===== src/rtl/alu_pkg.sv =====
// alu_pkg: shared state encodings, Booth recode selects and opcode constants
// for the ALU and its sequential multiplier.
package alu_pkg;

    typedef enum logic [1:0] {IDLE, RUN, DONE} state_e;

    typedef enum logic [2:0] {ZERO, POS1, POS2, NEG1, NEG2} sel_e;

    localparam int MUL_ITERS = 16;
    localparam logic [3:0] OP_MUL = 4'b1011;

    // Radix-4 recode of {b[2i+1], b[2i], b[2i-1]}.
    function automatic sel_e recode(input logic [2:0] t);
        return (t == 3'b011) ? POS2 :
               (t == 3'b100) ? NEG2 :
               (t == 3'b001 || t == 3'b010) ? POS1 :
               (t == 3'b101 || t == 3'b110) ? NEG1 : ZERO;
    endfunction

endpackage


===== src/rtl/booth_mul_seq_if.sv =====
// booth_mul_seq_if: start/busy/done handshake, operands and product halves
// between the datapath (master) and the multiplier (slave).
interface booth_mul_seq_if #(parameter int WIDTH = 32);

    logic             start;
    logic [WIDTH-1:0] operand_A;
    logic [WIDTH-1:0] operand_B;
    logic             busy;
    logic             done;
    logic [WIDTH-1:0] result_LO;
    logic [WIDTH-1:0] result_HI;

    modport master (
        output start, operand_A, operand_B,
        input  busy, done, result_LO, result_HI
    );

    modport slave (
        input  start, operand_A, operand_B,
        output busy, done, result_LO, result_HI
    );

endinterface


===== src/rtl/booth_recode.sv =====
// booth_recode: turns one Booth triplet and the multiplicand into a signed
// partial product two bits wider than the multiplicand.
module booth_recode
    import alu_pkg::*;
#(
    parameter int WIDTH = 32
) (
    input  logic [2:0]       trip,
    input  logic [WIDTH-1:0] m,
    output logic [WIDTH+1:0] pp
);

    sel_e             sel;
    logic [WIDTH+1:0] m1;
    logic [WIDTH+1:0] m2;

    always_comb begin
        sel = recode(trip);
        m1  = {{2{m[WIDTH-1]}}, m};
        m2  = m1 << 1;
        pp  = (sel == POS1) ? m1 :
              (sel == NEG1) ? -m1 :
              (sel == POS2) ? m2 :
              (sel == NEG2) ? -m2 : '0;
    end

endmodule


===== src/rtl/booth_mul_seq.sv =====
// booth_mul_seq: 16-iteration radix-4 Booth signed multiplier with a
// start/busy/done handshake; results hold until the next completion.
module booth_mul_seq
    import alu_pkg::*;
#(
    parameter int WIDTH = 32
) (
    input logic            clock,
    input logic            clear,
    booth_mul_seq_if.slave bus
);

    state_e               state_q, state_d;
    logic [WIDTH-1:0]     a_q, a_d, b_q, b_d;
    logic [WIDTH-1:0]     lo_q, lo_d, hi_q, hi_d;
    logic [2*WIDTH-1:0]   acc_q, acc_d;
    logic [2*WIDTH-1:0]   acc_sum, pp_sh;
    logic [3:0]           cnt_q, cnt_d;
    logic [2:0]           trip;
    logic [WIDTH+1:0]     pp;

    // B[-1] is the appended zero below the LSB.
    assign trip    = 3'({b_q, 1'b0} >> {cnt_q, 1'b0});
    assign pp_sh   = {{(WIDTH-2){pp[WIDTH+1]}}, pp} << {cnt_q, 1'b0};
    assign acc_sum = acc_q + pp_sh;

    booth_recode #(.WIDTH(WIDTH)) u_recode (
        .trip (trip),
        .m    (a_q),
        .pp   (pp)
    );

    always_ff @(posedge clock or negedge clear) begin
        if (!clear) begin
            state_q <= IDLE;
            a_q     <= '0;
            b_q     <= '0;
            acc_q   <= '0;
            cnt_q   <= '0;
            lo_q    <= '0;
            hi_q    <= '0;
        end else begin
            state_q <= state_d;
            a_q     <= a_d;
            b_q     <= b_d;
            acc_q   <= acc_d;
            cnt_q   <= cnt_d;
            lo_q    <= lo_d;
            hi_q    <= hi_d;
        end
    end

    always_comb begin
        state_d = state_q;
        a_d     = a_q;
        b_d     = b_q;
        acc_d   = acc_q;
        cnt_d   = cnt_q;
        lo_d    = lo_q;
        hi_d    = hi_q;
        unique case (state_q)
            IDLE: if (bus.start) begin
                a_d     = bus.operand_A;
                b_d     = bus.operand_B;
                acc_d   = '0;
                cnt_d   = '0;
                state_d = RUN;
            end
            RUN: begin
                acc_d = acc_sum;
                cnt_d = cnt_q + 4'd1;
                if (cnt_q == 4'(MUL_ITERS - 1)) begin
                    lo_d    = acc_sum[WIDTH-1:0];
                    hi_d    = acc_sum[2*WIDTH-1:WIDTH];
                    state_d = DONE;
                end
            end
            DONE:    state_d = IDLE;
            default: state_d = IDLE;
        endcase
    end

    always_comb begin
        bus.busy      = (state_q == RUN);
        bus.done      = (state_q == DONE);
        bus.result_LO = lo_q;
        bus.result_HI = hi_q;
    end

endmodule


===== src/flat_wrapper.sv =====
// flat-port wrapper written by rule: the top's interface ports become plain ports
module booth_mul_seq_flat import alu_pkg::*;
#(
    parameter int WIDTH = 32
)
  (clock, clear, bus_start, bus_operand_A, bus_operand_B, bus_busy, bus_done, bus_result_LO, bus_result_HI);
  booth_mul_seq_if #(.WIDTH(WIDTH)) bus_i ();
  input logic clock;
  input logic clear;
  input wire logic [$bits(bus_i.start)-1:0] bus_start;
  input wire logic [$bits(bus_i.operand_A)-1:0] bus_operand_A;
  input wire logic [$bits(bus_i.operand_B)-1:0] bus_operand_B;
  output wire logic [$bits(bus_i.busy)-1:0] bus_busy;
  output wire logic [$bits(bus_i.done)-1:0] bus_done;
  output wire logic [$bits(bus_i.result_LO)-1:0] bus_result_LO;
  output wire logic [$bits(bus_i.result_HI)-1:0] bus_result_HI;
  assign bus_i.start = bus_start;
  assign bus_i.operand_A = bus_operand_A;
  assign bus_i.operand_B = bus_operand_B;
  assign bus_busy = bus_i.busy;
  assign bus_done = bus_i.done;
  assign bus_result_LO = bus_i.result_LO;
  assign bus_result_HI = bus_i.result_HI;
  booth_mul_seq #(.WIDTH(WIDTH)) u_core (.clock(clock), .clear(clear), .bus(bus_i));
endmodule

===== config.mk =====
export PLATFORM = sky130hd
export DESIGN_NAME = booth_mul_seq_flat
export DESIGN_NICKNAME = d
export VERILOG_FILES = /design/src/rtl/alu_pkg.sv /design/src/rtl/booth_mul_seq_if.sv /design/src/rtl/booth_recode.sv /design/src/rtl/booth_mul_seq.sv /design/src/flat_wrapper.sv
export SDC_FILE = /design/constraint.sdc
export NUM_CORES = 1
export LEC_CHECK = 0
export ABC_AREA = 1
export ABC_CLOCK_PERIOD_IN_PS = 4400
export CAP_MARGIN = 20
export CORE_UTILIZATION = 42
export DETAILED_ROUTE_END_ITERATION = 10
export DONT_BUFFER_PORTS = 1
export PLACE_DENSITY = 0.62
export SLEW_MARGIN = 20
export SYNTH_ARGS = -nofsm -noshare
export SYNTH_HDL_FRONTEND = slang
export SYNTH_SLANG_ARGS = --single-unit

===== constraint.sdc =====
create_clock -name clock -period 4.4 [get_ports clock]
set_clock_uncertainty 0.1 [all_clocks]
set_input_delay 1.1 -clock clock [delete_from_list [all_inputs] [get_ports clock]]
set_output_delay 1.1 -clock clock [all_outputs]
set_load 0.02 [all_outputs]

After elaboration in Yosys (flattened, before gate mapping)
Index checks and enable logic that the tools add are counted.
Widths: inputs -> output; s select.
{ "classes": {"add_sub_neg": 4, "n_eq_ne": 15, "n_shift": 2, "mux": 15, "reduce_logical": 8} }
{ "ops": {"columns": ["operator", "count"], "rows": [
  ["$mux 34", 4],
  ["$pmux 64 s2", 1],
  ["$neg 34->34", 2],
  ["$add 64x64->64", 1],
  ["$mux 64", 1],
  ["$shl 64x5->64", 1],
  ["$shr 33x5->3", 1],
  ["$eq 3x2->1 const B", 4],
  ["$eq 3x3->1 const B", 4],
  ["$mux 2", 4],
  ["$pmux 4 s2", 1],
  ["$reduce_and 2->1", 4],
  ["$eq 3x1->1 const B", 2],
  ["$mux 3", 2],
  ["$add 4x1->4 const B", 1],
  ["$eq 4x4->1 const B", 1],
  ["$mux 4", 1],
  ["$pmux 2 s2", 1],
  ["$eq 2x1->1 const B", 1],
  ["$eq 2x2->1 const B", 1],
  ["$logic_not 2->1", 1],
  ["$logic_or 1x1->1", 2],
  ["$ne 2x1->1 const B", 1],
  ["$ne 2x2->1 const B", 1],
  ["$reduce_bool 2->1", 1]
]} }
{ "totals": {"reg_bits": 198, "input_bits": 67, "out_inout_bits": 66, "wordCells": 51} }

Logic depth before layout (Yosys ltp)
Gate-level depths: netlist of the first run.
{ "depth": {"word_depth": 15, "ltp_mapped": 37, "mapped_depth_nobuf": 35} }

Modules after synthesis
From an unflattened synthesis of the first run, not the netlist that was laid out.
{ "hier_totals": {"hier_cells": 2929, "hier_area_um2": 17170.2} }
{ "by_module_without_submodules": {"columns": ["mod", "n_inst", "cells_each", "area_per_inst_um2", "seq_area_each_um2"], "rows": [
  ["booth_mul_seq", 1, 2544, 15279.7, 4954.8],
  ["booth_recode", 1, 385, 1890.6, 0.0]
]} }

Worst setup path before layout of the first run
No wires, ideal clock.
{ "synth_timing": {"kind": "reg-to-reg", "startpoint": "register u_core.cnt_q[1]", "endpoint": "register u_core.acc_q[46]", "setup_time_ps": 120, "arrival_time_ps": 3958, "required_time_ps": 4180, "setup_slack_ps": 222, "stages_incl_launch_ff": 30, "n_path_buf": 3, "period_less_slack_ps": 4178, "cell_sequence": "dfrtp_1 > buf_4 > inv_2 > buf_6 > nand3_1 > nand3_1 > nand3_1 > nand2_4 > nand2_4 > nand2_4 > buf_2 > nor3_1 > inv_1 > nor2_1 > inv_1 > nor3_1 > ha_1 > fa_1 > nand3_1 > nand2_1 > a21oi_1 > o21ai_1 > a21oi_1 > o21ai_1 > a21boi_0 > o21ai_1 > nand2_1 > nand3_1 > nand3_1 > nand2_1"} }
{ "synth_via": {"elab_chain_len": 15, "elab_cells_between_ends": 24, "cone_classes": "1 x add/sub; 10 x eq/ne; 2 x shift; 9 x mux; 2 x reduce/logical"} }
{ "synth_lines": {"columns": ["element", "line_no", "text"], "rows": [
  ["start: declaration", "booth_mul_seq.sv:18", "logic [3:0] cnt_q, cnt_d;"],
  ["start signal: assignment", "booth_mul_seq.sv:47", "cnt_q <= cnt_d;"],
  ["$shr 33x5->3", "booth_mul_seq.sv:23", "assign trip = 3'({b_q, 1'b0} >> {cnt_q, 1'b0});"],
  ["$eq 3x3->1", "alu_pkg.sv:17", "(t == 3'b101 || t == 3'b110) ? NEG1 : ZERO;"],
  ["$logic_or 1x1->1", "alu_pkg.sv:17", null],
  ["$mux 2", "alu_pkg.sv:17", null],
  ["$mux 2", "alu_pkg.sv:16", "(t == 3'b001 || t == 3'b010) ? POS1 :"],
  ["$mux 3", "alu_pkg.sv:15", "(t == 3'b100) ? NEG2 :"],
  ["$mux 3", "alu_pkg.sv:14", "return (t == 3'b011) ? POS2 :"],
  ["$eq 3x3->1", "booth_recode.sv:24", "(sel == NEG2) ? -m2 : '0;"],
  ["$mux 34", "booth_recode.sv:24", null],
  ["$mux 34", "booth_recode.sv:23", "(sel == POS2) ? m2 :"],
  ["$mux 34", "booth_recode.sv:22", "(sel == NEG1) ? -m1 :"],
  ["$mux 34", "booth_recode.sv:21", "pp = (sel == POS1) ? m1 :"],
  ["$shl 64x5->64 (*)", "booth_mul_seq.sv:24", "assign pp_sh = {{(WIDTH-2){pp[WIDTH+1]}}, pp} << {cnt_q, 1'b0};"],
  ["$add 64x64->64 (*)", "booth_mul_seq.sv:25", "assign acc_sum = acc_q + pp_sh;"],
  ["$pmux 64 s2 (*)", "booth_mul_seq.sv:61", "unique case (state_q)"],
  ["end signal: assignment", "booth_mul_seq.sv:38", "acc_q <= '0;"],
  ["end signal: assignment", "booth_mul_seq.sv:46", "acc_q <= acc_d;"],
  ["end: declaration", "booth_mul_seq.sv:16", "logic [2*WIDTH-1:0] acc_q, acc_d;"]
]} }
Every way passes the cells marked *; elsewhere a longest branch is shown, timed or not.
A chain may end at the register's enable or synchronous reset.

Final worst setup path of the first run
{ "layout_timing": {"startpoint": "register u_core.cnt_q[0]", "endpoint": "register u_core.hi_q[29] (netlist: u_core.bus.result_HI[29])"} }
{ "layout_via": {"elab_chain_len": 14, "elab_cells_between_ends": 25, "cone_classes": "1 x add/sub; 11 x eq/ne; 2 x shift; 8 x mux; 3 x reduce/logical"} }
{ "layout_lines": {"columns": ["element", "line_no", "text"], "rows": [
  ["$shr 33x5->3", "booth_mul_seq.sv:23", null],
  ["$eq 3x3->1", "alu_pkg.sv:17", null],
  ["$logic_or 1x1->1", "alu_pkg.sv:17", null],
  ["$mux 2", "alu_pkg.sv:17", null],
  ["$mux 2", "alu_pkg.sv:16", null],
  ["$mux 3", "alu_pkg.sv:15", null],
  ["$mux 3", "alu_pkg.sv:14", null],
  ["$eq 3x3->1", "booth_recode.sv:24", null],
  ["$mux 34", "booth_recode.sv:24", null],
  ["$mux 34", "booth_recode.sv:23", null],
  ["$mux 34", "booth_recode.sv:22", null],
  ["$mux 34", "booth_recode.sv:21", null],
  ["$shl 64x5->64", "booth_mul_seq.sv:24", null],
  ["$add 64x64->64", "booth_mul_seq.sv:25", null],
  ["end signal: assignment", "booth_mul_seq.sv:49", "hi_q <= hi_d;"],
  ["end: declaration", "booth_mul_seq.sv:15", "logic [WIDTH-1:0] lo_q, lo_d, hi_q, hi_d;"]
]} }
Several ways; a longest one is shown, not always the timed one.

==> flow_summary.toml, run 1 <==
[outcome]
outcome = "complete, but fails checks"
violations = "negative setup slack"

[route]
drtAntennaViolNets = 0
drc = 0
wl_per_cell_um = 18.5
viasPerCell = 5.44
routed_wl_um = 62100
vias = 18300
dr.pass1.iters = 7
drtIter0Drc = 1503

[sta]
final.setup.worst_slack_ns = -0.529
slew_headroom = 0.387
rsz0062_at_grt = "true"
period_needed_ns = 4.93
finalMaxSlewViolations = 0
period_share = 1.12
worst_slew_pin_slew_ns = 0.919
hold_violations = 0
setup_viol = 97
fmax_mhz = 203

[final_layout]
multi_input_area_um2 = 11600
drive_gt1_frac = 0.359
final_common_cell = "nand2_1"
nets = 3004
regArea_um2 = 4960
nFillCells = 3422
final_cell_mix = "nand2_1 (642), buf_4 (533), nand3_1 (215)"
diodes = 0
syn_to_final_growth_pct = 47.2

[global_routing]
overflow = 0
grt_start_max_net_pins = 199
grt_antenna_before_repair = 0
grt_usage = 0.321
grt_pass1_vias = 17800
grt_pass1_wl_um = 95300

[logic_synthesis]
seq_area_frac_synth = 0.318
syn_nets = 2520
synthArstFlopShare = 1.00
synth_ff_type = "dfrtp_1"
synthCells = 2387
synth-edff-count = 0
avgSynthCellArea_um2 = 6.53
syn-cell-area_um2 = 15600
synth_area_leader_cell = "dfrtp_1"
synth_cell_types = 43
synth_warnings = 0
synth-seq-cells = 198
synth_top_cell_area_share = 0.318
synth_area_leaders = "dfrtp_1 (32%), nand2_1 (18%), nand3_1 (9.0%)"

[critical_path]
cp_slowest_cell = "dfrtp_2"
crit_start = "u_core.cnt_q[0]"
max_stage_delay_ns = 0.54
critPathCaptureType = "flip-flop"
crit_top_cell = "nand2_2"
cp_data_required_time_ns = 4.68
crit_type = "flip-flop to flip-flop"
reg2reg_from = "u_core.cnt_q[0]"
cp.arrival_ns = 5.21
critPathMaxFanout = 8
cp-start-kind = "flip-flop"

[clocking]
cts_buffer_depth = 2
clk_pin_slew_ns = 0.09
clock_latency_ns = 0.49
cts_tree = "built"
cts.sinks = 198
htreeDepth = 4
clock-root-buffer = "clkbuf_16"
cts_buffers = 17
ctsHoldBuffers = 0

[floorplanning]
fp.dieW_um = 195
row_count = 70
core_area_um2 = 36600
die_h_um = 195
die_area_um2 = 37900
start_util = 0.426
ios = 133

[place]
hpwl_um = 45800
port_buffers = 0
place_ws_ns = -0.894
gp_congestion = 0.994

[min_path]
min_path_type = "primary input to async pin"

[flow_run]
cap_violations = 0
[cell usage after synthesis, types with 6 or more instances]
library cell / number
nand2_1: 728
nand3_1: 282
nor2_1: 220
dfrtp_1: 198
inv_1: 195
a21oi_1: 167
o21ai_0: 166
ha_1: 65
xor2_1: 49
clkbuf_1: 48
nand4_1: 45
a31oi_1: 24
nor3_1: 22
buf_2: 19
o21ai_1: 19
xnor2_1: 19
buf_1: 16
mux2_2: 10
o21bai_1: 9
buf_6: 8
inv_2: 8
a21o_1: 7
a21boi_0: 6
nand2_4: 6
o211ai_1: 6
[worst max-delay path, delay by kind of cell (launching register included)]
kind / cells / cell delay [ns]
AOI/OAI and AO/OA: 2 / 0.25
adders and majority gates: 1 / 0.36
buffers and inverters: 8 / 1.07
DFF: 1 / 0.54
and+or+nand+nor: 25 / 2.45
[state kept, by name, indices dropped and copies added, names as in the netlist]
register	cells
u_core.acc_q	64
u_core.a_q	32
u_core.b_q	32
u_core.bus.result_HI	32
u_core.bus.result_LO	32
u_core.cnt_q	4
u_core.state_q	2
[timing repair]
item                       in CTS  in global routing
pin swaps                      22                 87
resized for setup             215                339
setup buffers                   5                 19
setup endpoints to repair     102                114
gates cloned                    2                  7
[path summary, 6_finish.rpt]
| check | endpoint | slack (ns) | cells after the start |
|---|---|---|---|
| max reg2reg | u_core.bus.result_HI[29] | -0.53 | 36 |
| min | u_core.acc_q[3] | 0.21 | 0 |
| min in group clock | u_core.acc_q[61] | 0.40 | 2 |
| min reg2reg | u_core.acc_q[61] | 0.40 | 2 |
| max | u_core.bus.result_HI[29] | -0.53 | 36 |
| max in group asynchronous | u_core.cnt_q[0] | 3.70 | 0 |
[layer usage]
layer	wire length [µm]	track usage	part of all wire	up-vias
met3	4000	0.0507	0.064	106
met2	28900	0.523	0.47	629
met1	27300	0.426	0.44	8642
li1	-	-	-	8873
met4	1940	0.123	0.031	0
met5	0	0	0	-
[kinds of logic (layout without fill, tap and decap cells)]
group,Yosys count,after routing,synth area share
flops,198,198,0.318
fa+ha+maj,66,66,0.0534
simple gates,1327,1329,0.361
compound gates,416,416,0.143
buf+inv,302,797,0.0796
mux,10,10,0.00722
xor+xnor,68,68,0.0382
[metrics by stage]
step	utilization	instances	hold slack, ns	setup TNS [ns]	area, µm²
floorplan	-	2387	0.355	0	15600
global placement	0.540	3287	0.368	-44.52	19800
detailed placement	0.540	3287	0.374	-46.81	19800
CTS	0.579	3326	0.184	-19.29	21200
global route	0.627	3352	0.194	-53.75	23000
finish	0.627	3352	0.210	-28.02	23000
[cell type report]
cell class,count,area share
clock inverters,13,0.00714
repair buffers,559,0.193
well taps,468,0.0255
multi-input cells,1889,0.505
clock buffers,19,0.0193
inverters,206,0.0342
flip-flops and latches,198,0.216
Power of run 1 is not shown: default switching activity piles up to over one toggle a cycle in this logic, so the estimate is an artifact.
==> run 2: changes to the inputs <==
--- a/config.mk
+++ b/config.mk
@@ -6,12 +6,12 @@
 export NUM_CORES = 1
 export LEC_CHECK = 0
 export ABC_AREA = 1
-export ABC_CLOCK_PERIOD_IN_PS = 4400
+export ABC_CLOCK_PERIOD_IN_PS = 5000
 export CAP_MARGIN = 20
-export CORE_UTILIZATION = 42
+export CORE_UTILIZATION = 36
 export DETAILED_ROUTE_END_ITERATION = 10
 export DONT_BUFFER_PORTS = 1
-export PLACE_DENSITY = 0.62
+export PLACE_DENSITY = 0.53
 export SLEW_MARGIN = 20
 export SYNTH_ARGS = -nofsm -noshare
 export SYNTH_HDL_FRONTEND = slang
==> constraint.sdc (replaced) <==
create_clock -name clock -period 5 [get_ports clock]
set_clock_uncertainty 0.1 [all_clocks]
set_input_delay 1.25 -clock clock [delete_from_list [all_inputs] [get_ports clock]]
set_output_delay 1.25 -clock clock [all_outputs]
set_load 0.02 [all_outputs]
==> flow_summary.toml, run 2 (synthesis gave the netlist of run 1 again) <==
[outcome]
outcome = "finished clean"

[sta]
setup_viol = 0
worst_slew_pin_slew_ns = 0.872
period_share = 0.976
final.setup.worst_slack_ns = 0.119
finalMaxSlewViolations = 0
period_needed_ns = 4.88
hold_violations = 0
slew_headroom = 0.418
fmax_mhz = 205
rsz0062_at_grt = "true"

[clocking]
htreeDepth = 4
cts_tree = "built"
clk_pin_slew_ns = 0.08
cts_buffer_depth = 2
clock_latency_ns = 0.51
clock-root-buffer = "clkbuf_16"
ctsHoldBuffers = 0
cts.sinks = 198
cts_buffers = 17

[final_layout]
final_core_util = 0.496
nets = 2831
final_cell_mix = "nand2_1 (668), buf_4 (370), nand3_1 (246)"
drive_gt1_frac = 0.273
diodes = 0
stdcell_count = 3288
nFillCells = 4334
final_common_cell = "nand2_1"
largest_register_ffs = 64
syn_to_final_growth_pct = 34.5
largest-register = "u_core.acc_q"

[critical_path]
critPathCaptureType = "flip-flop"
max_stage_delay_ns = 0.44
cp-start-kind = "flip-flop"
crit_type = "flip-flop to flip-flop"
cp_data_required_time_ns = 5.27
critPathTopFamily = "simple AND/OR/NAND/NOR gates"
cp.arrival_ns = 5.16
critPathMaxFanout = 22
crit_top_cell = "nand2_1"
path_buf_inv = 9
cp_slowest_cell = "dfrtp_2"

[floorplanning]
row_count = 75
die_h_um = 210
die_area_um2 = 44200
fp.dieW_um = 210
ios = 133
core_area_um2 = 42300
start_util = 0.369

[route]
routed_wl_um = 60800
top_layer = "met4"
viasPerCell = 5.24
dr.pass1.iters = 5
drtAntennaViolNets = 0
routed-wl-met3_um = 3310
drc = 0
vias = 17200
drtIter0Drc = 1573
m1WireLength_um = 27900
wl_per_cell_um = 18.5
dr_wl_met2_um = 28100

[place]
place_ws_ns = -0.238
hpwl_um = 46300
gp_congestion = 1.00
dp_cells = 3230
port_buffers = 0

[global_routing]
grt_pass1_vias = 16800
grt_antenna_before_repair = 1
grt_usage = 0.273
grt_pass1_wl_um = 93000
grt_start_max_net_pins = 199
overflow = 0

[flow_run]
cap_violations = 0

[min_path]
min_path_type = "primary input to async pin"
==> run 2: cell types whose count changed in the layout (fill, tap and decap cells not counted), sizes merged <==
| cell | previous run | this run |
|---|---|---|
| clkinv | 3 | 4 |
| inv | 211 | 212 |
| nor2 | 229 | 227 |
| buf | 553 | 385 |
| clkbuf | 25 | 21 |
| clkinvlp | 3 | 2 |
==> run 2: worst register-to-register path: cells and delay by family (launching register included) <==
kind	cells	cell delay [ns]
buf+inv	9	1.24
fa+ha+maj	1	0.22
flops	1	0.44
compound gates	4	0.74
simple gates	20	2.03
==> run 2: path summary, 6_finish.rpt <==
check / from / cells past startpoint / slack, ns / to
min reg2reg: u_core.acc_q[61] / 2 / 0.40 / u_core.acc_q[61]
min in group clock: u_core.acc_q[61] / 2 / 0.40 / u_core.acc_q[61]
max: u_core.cnt_q[0] / 34 / 0.12 / u_core.bus.result_HI[18]
max reg2reg: u_core.cnt_q[0] / 34 / 0.12 / u_core.bus.result_HI[18]
min: clear / 0 / 0.34 / u_core.bus.result_HI[22]
max in group asynchronous: clear / 0 / 4.20 / u_core.a_q[2]
==> run 2: metal layers <==
layer	GRT usage	vias up
met2	0.450	480
met5	0	-
met1	0.366	8143
li1	-	8535
met3	0.0434	66
met4	0.0863	0
==> run 2: what timing repair did <==
item                                    CTS  global route
gates resized for setup                  22           351
buffers inserted                          0            22
gates cloned                              0             4
pin swaps                                 1            53
endpoints found under the setup margin   37            89
==> run 2: through the flow <==
step,area [µm²],setup TNS [ns],hold slack (ns)
floorplan,15600,0,0.355
detailed placement,18700,-2.32,0.376
CTS,19400,0,0.304
finish,21000,0,0.338
global route,21000,-3.20,0.316
global placement,18700,-1.88,0.370
==> run 2: area by class of cell <==
type                       instances  area, µm²  area share
multi-input combinational       1887      10800       0.513
sequential                       198       4960       0.236
timing repair buffer             388       3130       0.149
inverter                         206        793      0.0378
tap                              577        722      0.0344
clock buffer                      18        439      0.0209
clock inverter                    14        185     0.00883
Power of run 2 is left out for the same reason.
